File: config.mk
export PLATFORM = sky130hd
export DESIGN_NAME = alarm_bank
export DESIGN_NICKNAME = d
export VERILOG_FILES = /design/src/rtl/clock_pkg.sv /design/src/rtl/alarm_slot.sv /design/src/rtl/alarm_bank.sv
export SDC_FILE = /design/constraint.sdc
export NUM_CORES = 1
export LEC_CHECK = 0
export BUFFER_PORTS_ARGS = -buffer_cell sky130_fd_sc_hd__buf_4
export CAP_MARGIN = 20
export CORE_ASPECT_RATIO = 2
export CORE_MARGIN = 3
export CORE_UTILIZATION = 30
export DETAILED_ROUTE_END_ITERATION = 10
export GPL_ROUTABILITY_DRIVEN = 0
export SYNTH_ARGS = -nofsm -noshare
export SYNTH_HDL_FRONTEND = slang
export SYNTH_SLANG_ARGS = --single-unit
File: constraint.sdc
create_clock -name clk -period 5.2 [get_ports clk]
set_input_delay 1.04 -clock clk [delete_from_list [all_inputs] [get_ports clk]]
set_output_delay 1.04 -clock clk [all_outputs]
set_load 0.01 [all_outputs]
File: src/rtl/clock_pkg.sv
// Shared clock/alarm definitions: field widths, legal time limits and alarm slot states.
package clock_pkg;

    localparam int unsigned HOUR_W     = 5;
    localparam int unsigned MIN_W      = 6;
    localparam int unsigned SEC_W      = 6;
    localparam int unsigned SNOOZE_W   = 12;
    localparam int unsigned RING_CNT_W = 8;

    localparam logic [HOUR_W-1:0] MAX_HOUR = 5'd23;
    localparam logic [MIN_W-1:0]  MAX_MIN  = 6'd59;

    typedef enum logic [1:0] {
        SlotIdle,
        SlotPending,
        SlotRinging,
        SlotSnoozed
    } slot_state_e;

    // True when hh:mm is a legal time of day.
    function automatic logic valid_time(input logic [HOUR_W-1:0] hour,
                                        input logic [MIN_W-1:0]  min);
        return (hour <= MAX_HOUR) && (min <= MAX_MIN);
    endfunction

endpackage

File: src/rtl/alarm_slot.sv
// One alarm slot: stored hh:mm and enable, lifecycle FSM and snooze countdown.
module alarm_slot
    import clock_pkg::*;
#(
    parameter int unsigned SnoozeMin = 5
) (
    input  logic              clk_i,
    input  logic              rst_i,
    input  logic              sec_tick_i,
    input  logic              match_tick_i,  // delayed tick landing on second 0
    input  logic [HOUR_W-1:0] hour_i,
    input  logic [MIN_W-1:0]  min_i,
    input  logic              wr_i,          // accepted write addressed to this slot
    input  logic [HOUR_W-1:0] wr_hour_i,
    input  logic [MIN_W-1:0]  wr_min_i,
    input  logic              wr_enable_i,
    input  logic              grant_i,
    input  logic              off_i,
    input  logic              snooze_i,
    input  logic              timeout_i,
    output logic [HOUR_W-1:0] hour_o,
    output logic [MIN_W-1:0]  min_o,
    output logic              enable_o,
    output slot_state_e       state_o,
    output slot_state_e       state_next_o
);

    localparam logic [SNOOZE_W-1:0] SnoozeLoad = SNOOZE_W'(SnoozeMin * 60);
    localparam logic [SNOOZE_W-1:0] SnoozeOne  = SNOOZE_W'(1);

    logic [HOUR_W-1:0]   hour_q, hour_d;
    logic [MIN_W-1:0]    min_q, min_d;
    logic                en_q, en_d;
    slot_state_e         state_q, state_d;
    logic [SNOOZE_W-1:0] snooze_q, snooze_d;

    // Next-state: a write overrides everything; key pulses only act on the ringing slot,
    // with off beating snooze and either beating the timeout.
    always_comb begin
        hour_d   = hour_q;
        min_d    = min_q;
        en_d     = en_q;
        state_d  = state_q;
        snooze_d = snooze_q;
        if (wr_i) begin
            hour_d   = wr_hour_i;
            min_d    = wr_min_i;
            en_d     = wr_enable_i;
            state_d  = SlotIdle;
            snooze_d = '0;
        end else begin
            unique case (state_q)
                SlotIdle: begin
                    if (match_tick_i && en_q && (hour_q == hour_i) && (min_q == min_i)) begin
                        state_d = SlotPending;
                    end
                end
                SlotPending: begin
                    if (grant_i) begin
                        state_d = SlotRinging;
                    end
                end
                SlotRinging: begin
                    if (off_i) begin
                        state_d = SlotIdle;
                    end else if (snooze_i) begin
                        state_d  = SlotSnoozed;
                        snooze_d = SnoozeLoad;
                    end else if (timeout_i) begin
                        state_d = SlotIdle;
                    end
                end
                SlotSnoozed: begin
                    if (sec_tick_i) begin
                        snooze_d = snooze_q - SnoozeOne;
                        // Countdown reaches zero on this tick.
                        if (snooze_q == SnoozeOne) begin
                            state_d = SlotPending;
                        end
                    end
                end
                default: state_d = SlotIdle;
            endcase
        end
    end

    // Slot state registers.
    always_ff @(posedge clk_i) begin
        if (rst_i) begin
            hour_q   <= '0;
            min_q    <= '0;
            en_q     <= 1'b0;
            state_q  <= SlotIdle;
            snooze_q <= '0;
        end else begin
            hour_q   <= hour_d;
            min_q    <= min_d;
            en_q     <= en_d;
            state_q  <= state_d;
            snooze_q <= snooze_d;
        end
    end

    assign hour_o       = hour_q;
    assign min_o        = min_q;
    assign enable_o     = en_q;
    assign state_o      = state_q;
    assign state_next_o = state_d;

endmodule

File: src/rtl/alarm_bank.sv
// Multi-alarm engine: NUM_ALARMS slots, fixed-priority ring arbitration, ring timeout,
// snooze, and registered ring status for the buzzer.
module alarm_bank
    import clock_pkg::*;
#(
    parameter int unsigned NUM_ALARMS     = 4,
    parameter int unsigned SNOOZE_MIN     = 5,
    parameter int unsigned RING_TIMEOUT_S = 60,
    localparam int unsigned IDX_W         = (NUM_ALARMS > 1) ? $clog2(NUM_ALARMS) : 1
) (
    input  logic                  clk,
    input  logic                  rst,
    input  logic                  sec_tick,
    input  logic [HOUR_W-1:0]     hour_in,
    input  logic [MIN_W-1:0]      min_in,
    input  logic [SEC_W-1:0]      sec_in,
    input  logic                  wr_en,
    input  logic [IDX_W-1:0]      wr_idx,
    input  logic [HOUR_W-1:0]     wr_hour,
    input  logic [MIN_W-1:0]      wr_min,
    input  logic                  wr_enable,
    input  logic                  snooze_pulse,
    input  logic                  off_pulse,
    output logic [HOUR_W-1:0]     rd_hour,
    output logic [MIN_W-1:0]      rd_min,
    output logic [NUM_ALARMS-1:0] enabled_mask,
    output logic [NUM_ALARMS-1:0] snoozed_mask,
    output logic                  alarm_on,
    output logic [IDX_W-1:0]      ring_idx,
    output logic                  wr_err
);

    localparam logic [RING_CNT_W-1:0] RingLast = RING_CNT_W'(RING_TIMEOUT_S - 1);

    logic                  tick_q;
    logic                  match_tick;
    logic                  idx_ok;
    logic                  wr_ok;
    logic                  any_ringing;
    logic                  timeout;
    logic [NUM_ALARMS-1:0] pending;
    logic [NUM_ALARMS-1:0] ringing;
    logic [NUM_ALARMS-1:0] ringing_next;
    logic [NUM_ALARMS-1:0] grant;
    logic [RING_CNT_W-1:0] ring_cnt_q, ring_cnt_d;
    logic                  alarm_on_q, alarm_on_d;
    logic [IDX_W-1:0]      ring_idx_q, ring_idx_d;
    logic                  wr_err_q, wr_err_d;

    logic [HOUR_W-1:0] slot_hour [NUM_ALARMS];
    logic [MIN_W-1:0]  slot_min [NUM_ALARMS];
    slot_state_e       slot_state [NUM_ALARMS];
    slot_state_e       slot_state_next [NUM_ALARMS];

    // sec_tick arrives with the counter update, so compare one cycle later.
    assign match_tick = tick_q && (sec_in == '0);
    assign idx_ok     = int'(wr_idx) < int'(NUM_ALARMS);
    assign wr_ok      = wr_en && idx_ok && valid_time(wr_hour, wr_min);
    assign wr_err_d   = wr_en && !wr_ok;

    for (genvar g = 0; g < NUM_ALARMS; g++) begin : g_slot
        alarm_slot #(
            .SnoozeMin(SNOOZE_MIN)
        ) u_slot (
            .clk_i       (clk),
            .rst_i       (rst),
            .sec_tick_i  (sec_tick),
            .match_tick_i(match_tick),
            .hour_i      (hour_in),
            .min_i       (min_in),
            .wr_i        (wr_ok && (wr_idx == IDX_W'(g))),
            .wr_hour_i   (wr_hour),
            .wr_min_i    (wr_min),
            .wr_enable_i (wr_enable),
            .grant_i     (grant[g]),
            .off_i       (off_pulse),
            .snooze_i    (snooze_pulse),
            .timeout_i   (timeout),
            .hour_o      (slot_hour[g]),
            .min_o       (slot_min[g]),
            .enable_o    (enabled_mask[g]),
            .state_o     (slot_state[g]),
            .state_next_o(slot_state_next[g])
        );
        assign pending[g]      = slot_state[g] == SlotPending;
        assign ringing[g]      = slot_state[g] == SlotRinging;
        assign ringing_next[g] = slot_state_next[g] == SlotRinging;
        assign snoozed_mask[g] = slot_state[g] == SlotSnoozed;
    end

    assign any_ringing = |ringing;
    assign timeout     = any_ringing && sec_tick && (ring_cnt_q == RingLast);

    // Fixed-priority arbiter: lowest pending slot rings once nothing else is ringing.
    always_comb begin
        logic found;
        grant = '0;
        found = 1'b0;
        if (!any_ringing) begin
            for (int unsigned i = 0; i < NUM_ALARMS; i++) begin
                if (pending[i] && !found) begin
                    grant[i] = 1'b1;
                    found    = 1'b1;
                end
            end
        end
    end

    // Ring counter restarts on every grant and counts seconds of ringing.
    always_comb begin
        ring_cnt_d = ring_cnt_q;
        if (|grant) begin
            ring_cnt_d = '0;
        end else if (any_ringing && sec_tick) begin
            ring_cnt_d = ring_cnt_q + RING_CNT_W'(1);
        end
    end

    // Output status tracks the slot states as they will be after this edge.
    always_comb begin
        logic found;
        alarm_on_d = |ringing_next;
        ring_idx_d = '0;
        found      = 1'b0;
        for (int unsigned i = 0; i < NUM_ALARMS; i++) begin
            if (ringing_next[i] && !found) begin
                ring_idx_d = IDX_W'(i);
                found      = 1'b1;
            end
        end
    end

    // Combinational read-back of the addressed slot.
    always_comb begin
        rd_hour = '0;
        rd_min  = '0;
        for (int unsigned i = 0; i < NUM_ALARMS; i++) begin
            if (wr_idx == IDX_W'(i)) begin
                rd_hour = slot_hour[i];
                rd_min  = slot_min[i];
            end
        end
    end

    // Top-level state and output registers.
    always_ff @(posedge clk) begin
        if (rst) begin
            tick_q     <= 1'b0;
            ring_cnt_q <= '0;
            alarm_on_q <= 1'b0;
            ring_idx_q <= '0;
            wr_err_q   <= 1'b0;
        end else begin
            tick_q     <= sec_tick;
            ring_cnt_q <= ring_cnt_d;
            alarm_on_q <= alarm_on_d;
            ring_idx_q <= ring_idx_d;
            wr_err_q   <= wr_err_d;
        end
    end

    assign alarm_on = alarm_on_q;
    assign ring_idx = ring_idx_q;
    assign wr_err   = wr_err_q;

endmodule

==> results of run 1 <==
## cell families (layout without fill, tap and decap cells)
logic type | count (synthesis) | after routing | synth area share, %
and+or+nand+nor | 276 | 276 | 23.4
xor gates and xnor gates | 90 | 90 | 13.2
buffers and inverters | 53 | 109 | 3.88
DFF | 117 | 117 | 39.2
muxes | 48 | 48 | 10.3
AOI/OAI and AO/OA | 75 | 75 | 8.04
adders and majority gates | 9 | 9 | 1.89
## cells in the mapped netlist, drive strengths merged (2+ instances only)
cell type  count
dfxtp        117
a21oi         41
a211oi         3
and3           2
a21o           3
nand2b         7
clkbuf        27
nor4b          2
nor2          94
o211ai         4
nor3          27
o31a           2
nor4          12
mux2i         37
a21boi         2
nand4         14
mux4          11
inv           14
nand3         11
o31ai          5
or2            7
nand4b         3
a31oi          2
nor3b          4
xnor2         61
o21ai          5
and2           3
or4            8
ha             9
or3            9
buf           12
nand2         54
or3b           2
nor2b         13
xor2          29
## tightest hold or removal path: stages, from the launching register on
cell	delay [ns]
dfxtp_1	0.31
nand2_1	0.05
a21oi_1	0.05
## layer usage
metal,GRT usage (%),vias up,part of all wire [%],routed length [um]
li1,-,2384,-,-
met1,15.6,2238,38,5940
met2,27.8,97,55,8560
met3,2.73,27,3.2,494
met4,7.04,0,3.2,495
met5,0,-,0,0
## final timing paths
path	slack, ns	startpoint	cells after the start	end
worst max-delay path	2.10	wr_idx[1]	3	rd_min[2]
worst min-delay path	0.46	g_slot[0].u_slot.snooze_q[1]	2	g_slot[0].u_slot.snooze_q[1]
worst max register to register	2.55	g_slot[0].u_slot.state_o[0]	6	ring_idx[1]
worst min register to register	0.46	g_slot[0].u_slot.snooze_q[1]	2	g_slot[0].u_slot.snooze_q[1]
## flip-flops by register name, summed over array words and instances, names as in the netlist
signal                  flops
g_slot.u_slot.snooze_q     48
tick_q                      1
g_slot.u_slot.hour_o       20
alarm_on                    1
g_slot.u_slot.enable_o      4
g_slot.u_slot.min_o        24
ring_idx                    2
ring_cnt_q                  8
g_slot.u_slot.state_o       8
wr_err                      1
## stage by stage
step / std cells / power, uW / utilization [%] / setup WS, ns / instance area (um2)
global route: 983 / 2390 / 37.2 / 2.05 / 7230
floorplan: 668 / 1020 / - / 1.82 / 5970
detailed placement: 952 / 1090 / 34.0 / 1.93 / 6610
finish: 983 / 2310 / 37.2 / 2.10 / 7230
CTS: 983 / 2340 / 37.2 / 2.06 / 7230
global placement: 952 / 1090 / 34.0 / 1.97 / 6610
## layout make-up
type                    count  area, um2
fillers                  2010      12200
multi-input cells         498       3410
flip-flops and latches    117       2340
well taps                 259        324
repair buffers             64        480
clock buffers              22        474
clock inverters             9        150
inverters                  14       52.6
## power breakdown
| part | switching, uW | internal (uW) | leakage (uW) |
|---|---|---|---|
| sequential | 10.4 | 909 | 0.000945 |
| combinational | 83.7 | 66.3 | 0.00142 |
| clock | 409 | 835 | 0.000302 |
| total | 503 | 1810 | 0.00266 |
==> metrics.cfg, run 1 <==
[finish]
final_common_cell = dfxtp_1
area_delta_synth_final_pct = 21.1
final_cell_mix = 117 x dfxtp_1, 94 x nor2_1, 64 x buf_4
final_layout_size_suffix_gt1_share_pct = 16.9
diodes = 0
final_nets = 758

[flow_run]
maxCapViolations = 0

[cts]
cts_hold_buf = 0
cts-buffers-inserted = 17
cts.clk_slew.worst_paths_ns = 0.05
cts_setup_buffers = 0
root_buffer = clkbuf_16
tritoncts = yes
clk-insertion-delay-late_ns = 0.41
cts_max_level = 4
clock-sinks = 117
post_cts_resized = 0
clock_path_buffers = 2

[route]
drtPass1Iterations = 4
ant_nets = 0
totalWireLength_um = 15500
wire_per_inst_um = 15.8
vias_per_cell = 4.83
drt_iter0_markers = 135
vias = 4746
drc = 0

[worst_setup_path]
path_class = in -> out
critPathMaxStageDelay_ns = 0.58
endpoint_kind = output port
start_kind = primary input
crit_family = multiplexers
worstPathArrival_ns = 2.06
crit_chain = buf_4, mux4_2, buf_4
crit_slowest_cell = mux4_2
required_ns = 4.16
cpMostUsedCell = buf_4
crit_buf_inv = 2
cp_max_fo = 15

[synthesis]
async_reset_ff_share_pct = 0
syn_nets = 714
synth_area_per_cell_um2 = 8.94
ys_warn_count = 0
ys_ff_latch = 117
yosysUniqueCellTypes = 58
yosys.area.top_type = dfxtp_1
ys.flop_type = dfxtp_1
syn_area_um2 = 5970
synthTopCellsByArea = dfxtp_1 39%, xnor2_1 8.9%, mux2i_1 6.2%
synth_cells = 668
synth-edff-count = 0
synth_top_area_share_pct = 39.2
yosysSeqAreaShare_pct = 39.2

[global_route]
grt_pass1_wl_um = 25200
grt_util_all_layers_pct = 14.8
gr-total-overflow = 0
grt_pass1_vias = 4918
antenna_found_initial = 0
grt_max_degree = 58

[sta]
fin_crit_ns = 3.10
finalClockSkew_ns = 0.0125
fmax_mhz = 322
drv_slew = 0
holdWs_ns = 0.462
finalSetupTns_ns = 0
setup-violations-final = 0
tightest_slew_ns = 0.867
fin_crit_sh_pct = 59.6
slew_headroom_pct = 41.9
hold_viol = 0
rsz0062_at_grt = false

[floorplanning]
start_util_pct = 30.7
io-pin-count = 60
core_um2 = 19500
die_area_um2 = 21700
die_h_um = 206
fp-row-count = 72
die_x_um = 106

[outcome]
status = finished, final reports clean

[power]
leakage_uw = 0.00266
irDropWorstVdd_mv = 0.174
power.density_nw_per_um2 = 320

[placement]
io_buffer_count = 59
dp_hpwl_um = 11700

[hold_path]
holdCritPathClass = reg -> reg

Note: power is estimated with default switching activity, not from simulation.
==> run 2, diff against run 1 <==
clock period = 2.88 ns   (was 5.2 ns; I/O delays follow)
==> run 2 against run 1 <==
Net effect: via count up 1.6%; flip-flop and latch count unchanged; global-route usage up 0.42 points; first-iteration DRC count up 54%; critical path type is now reg -> reg; wire length up 2.6%; highest routed layer unchanged; largest cell class unchanged.
==> metrics.cfg, run 2 (same netlist as run 1, synthesis figures left out) <==
[outcome]
status = finished, final reports clean

[worst_setup_path]
path_class = reg -> reg
endpoint_kind = flop
cp_max_fo = 9  ; -6
crit_slowest_cell = or4_1
reg2reg_from = g_slot[3].u_slot.state_o[0]
crit_chain = nor2b_4, or4_1, a41oi_4, a211oi_1, or3_4, nor3b_2
required_ns = 3.18  ; -0.98 ns
r2r_cells = 6  ; unchanged
critPathMaxStageDelay_ns = 0.75  ; +0.17 ns
worstPathArrival_ns = 2.86  ; +0.80 ns
r2r_end = ring_idx[1]
start_kind = flop
r2r_slack_ns = 0.32  ; -2.23 ns

[sta]
rsz0062_at_grt = false
fmax_mhz = 391
fin_crit_ns = 2.56
tightest_slew_ns = 0.728  ; -0.139 ns
fin_crit_sh_pct = 88.7
setup-violations-final = 0  ; unchanged
finalSetupTns_ns = 0  ; unchanged
finalClockSkew_ns = 0.00938  ; -0.00314 ns
slew_headroom_pct = 50.8  ; +8.9 points
drv_slew = 0  ; unchanged
hold_viol = 0  ; unchanged

[finish]
largest-register = g_slot.u_slot.snooze_q
fin_cells = 992  ; +0.92%
final_common_cell = dfxtp_1
fillers = 2044  ; +1.7%
diodes = 0  ; unchanged
final_util_pct = 37.5  ; +0.31 points
final_layout_size_suffix_gt1_share_pct = 17.9  ; +1.0 points
final_cell_mix = 117 x dfxtp_1, 94 x nor2_1, 72 x buf_4
area_delta_synth_final_pct = 22.1
largest_reg_flops = 48  ; unchanged
fin_area_um2 = 7290  ; +0.85%
final_nets = 766  ; +1.1%

[power]
share_clk_of_total_power_pct = 53.8  ; about the same
irDropWorstVdd_mv = 0.398  ; +130%
p_sw_uw = 953  ; +90%
p_seq_share_pct = 39.6  ; about the same
leakage_uw = 0.00270  ; +1.3%
swShare_pct = 22.8  ; +1.0 points
internal-power_uw = 3230  ; +79%
power.density_nw_per_um2 = 574  ; +79%
pwr-share-comb_pct = 6.6  ; about the same

[cts]
post_cts_resized = 0  ; unchanged
cts_max_level = 4  ; unchanged
cts_setup_buffers = 0  ; unchanged
tritoncts = yes
root_buffer = clkbuf_16
cts.clk_slew.worst_paths_ns = 0.06  ; about the same
clock_path_buffers = 2  ; unchanged
cts-buffers-inserted = 17  ; unchanged
clock-sinks = 117  ; unchanged
cts_hold_buf = 0  ; unchanged
clk-insertion-delay-late_ns = 0.42  ; about the same

[placement]
place_area_um2 = 6670  ; +0.91%
dp_hpwl_um = 12100  ; +3.2%
io_buffer_count = 59  ; unchanged
place_inst = 960  ; +0.84%

[floorplanning]
core_um2 = 19500  ; unchanged
die_h_um = 206  ; unchanged
start_util_pct = 30.7  ; unchanged
fp-row-count = 72  ; unchanged
io-pin-count = 60  ; unchanged
die_x_um = 106  ; unchanged
die_area_um2 = 21700  ; unchanged

[flow_run]
maxCapViolations = 0  ; unchanged

[hold_path]
holdCritPathClass = in -> reg
min_delay_path_depth = 3  ; +1
hold_start = wr_hour[2]
holdPathEnd = g_slot[2].u_slot.hour_o[2]

[global_route]
antenna_found_initial = 0  ; unchanged
grt_util_all_layers_pct = 15.2  ; +0.42 points
grt_pass1_wl_um = 25800  ; +2.3%
grt_pass1_vias = 5016  ; +2.0%
gr-total-overflow = 0  ; unchanged
grt_max_degree = 35  ; -40%

[route]
drtPass1Iterations = 4  ; unchanged
drt_iter0_markers = 208  ; +54%
totalWireLength_um = 15900  ; +2.6%
ant_nets = 0  ; unchanged
wire_per_inst_um = 16.0  ; +1.7%
vias_per_cell = 4.86  ; +0.66%
vias = 4821  ; +1.6%
drc = 0  ; unchanged

-- run 2: area by class of cell --
cell class,instances,area [um2],area share (%)
clock buffers,20,447,6.12
clock inverters,12,179,2.45
inverters,14,52.6,0.720
multi-input cells,498,3410,46.7
flip-flops and latches,117,2340,32.1
well taps,259,324,4.44
repair buffers,72,541,7.41
-- run 2: metal layers --
layer  GRT usage [%]  wire length, um  up-vias
met5               0                0        -
met4            6.86              487        0
met3            3.61              517       26
met2            29.3             8970       96
met1            15.1             5920     2288
li1                -                -     2411
-- run 2: worst max-delay path by stage --
stage,cells after the start,slack (ns),endpoint,from
finish,6,0.32,ring_idx[1],g_slot[3].u_slot.state_o[0]
global route,6,0.24,ring_idx[1],g_slot[3].u_slot.state_o[0]
CTS,6,0.34,ring_idx[1],g_slot[3].u_slot.state_o[0]
detailed placement,7,0.14,alarm_on,sec_in[2]
global placement,7,0.20,alarm_on,sec_in[2]
floorplan,3,0.42,rd_hour[0],wr_idx[1]
-- run 2: critical path: cells and delay by family (launching register included) --
family             cells  cell delay (ns)
AOI/OAI and AO/OA      2             0.54
DFF                    1             0.48
and+or+nand+nor        4             1.43
-- run 2: stage by stage --
| stage | hold WS, ns | power, uW | worst slack, ns |
|---|---|---|---|
| 3_5_place_dp | 0.462 | 1970 | 0.142 |
| 2_1_floorplan | 0.440 | 1850 | 0.423 |
| 5_1_grt | 0.425 | 4320 | 0.240 |
| 3_3_place_gp | 0.459 | 1970 | 0.200 |
| 6_report | 0.419 | 4190 | 0.325 |
| 4_1_cts | 0.405 | 4230 | 0.336 |
-- run 2: power groups by stage --
| stage | combinational, uW | clock, uW | sequential [uW] |
|---|---|---|---|
| global route | 300 | 2360 | 1660 |
| finish | 276 | 2250 | 1660 |
| detailed placement | 279 | 0 | 1690 |
| global placement | 277 | 0 | 1690 |
| CTS | 280 | 2290 | 1660 |
| floorplan | 162 | 0 | 1690 |
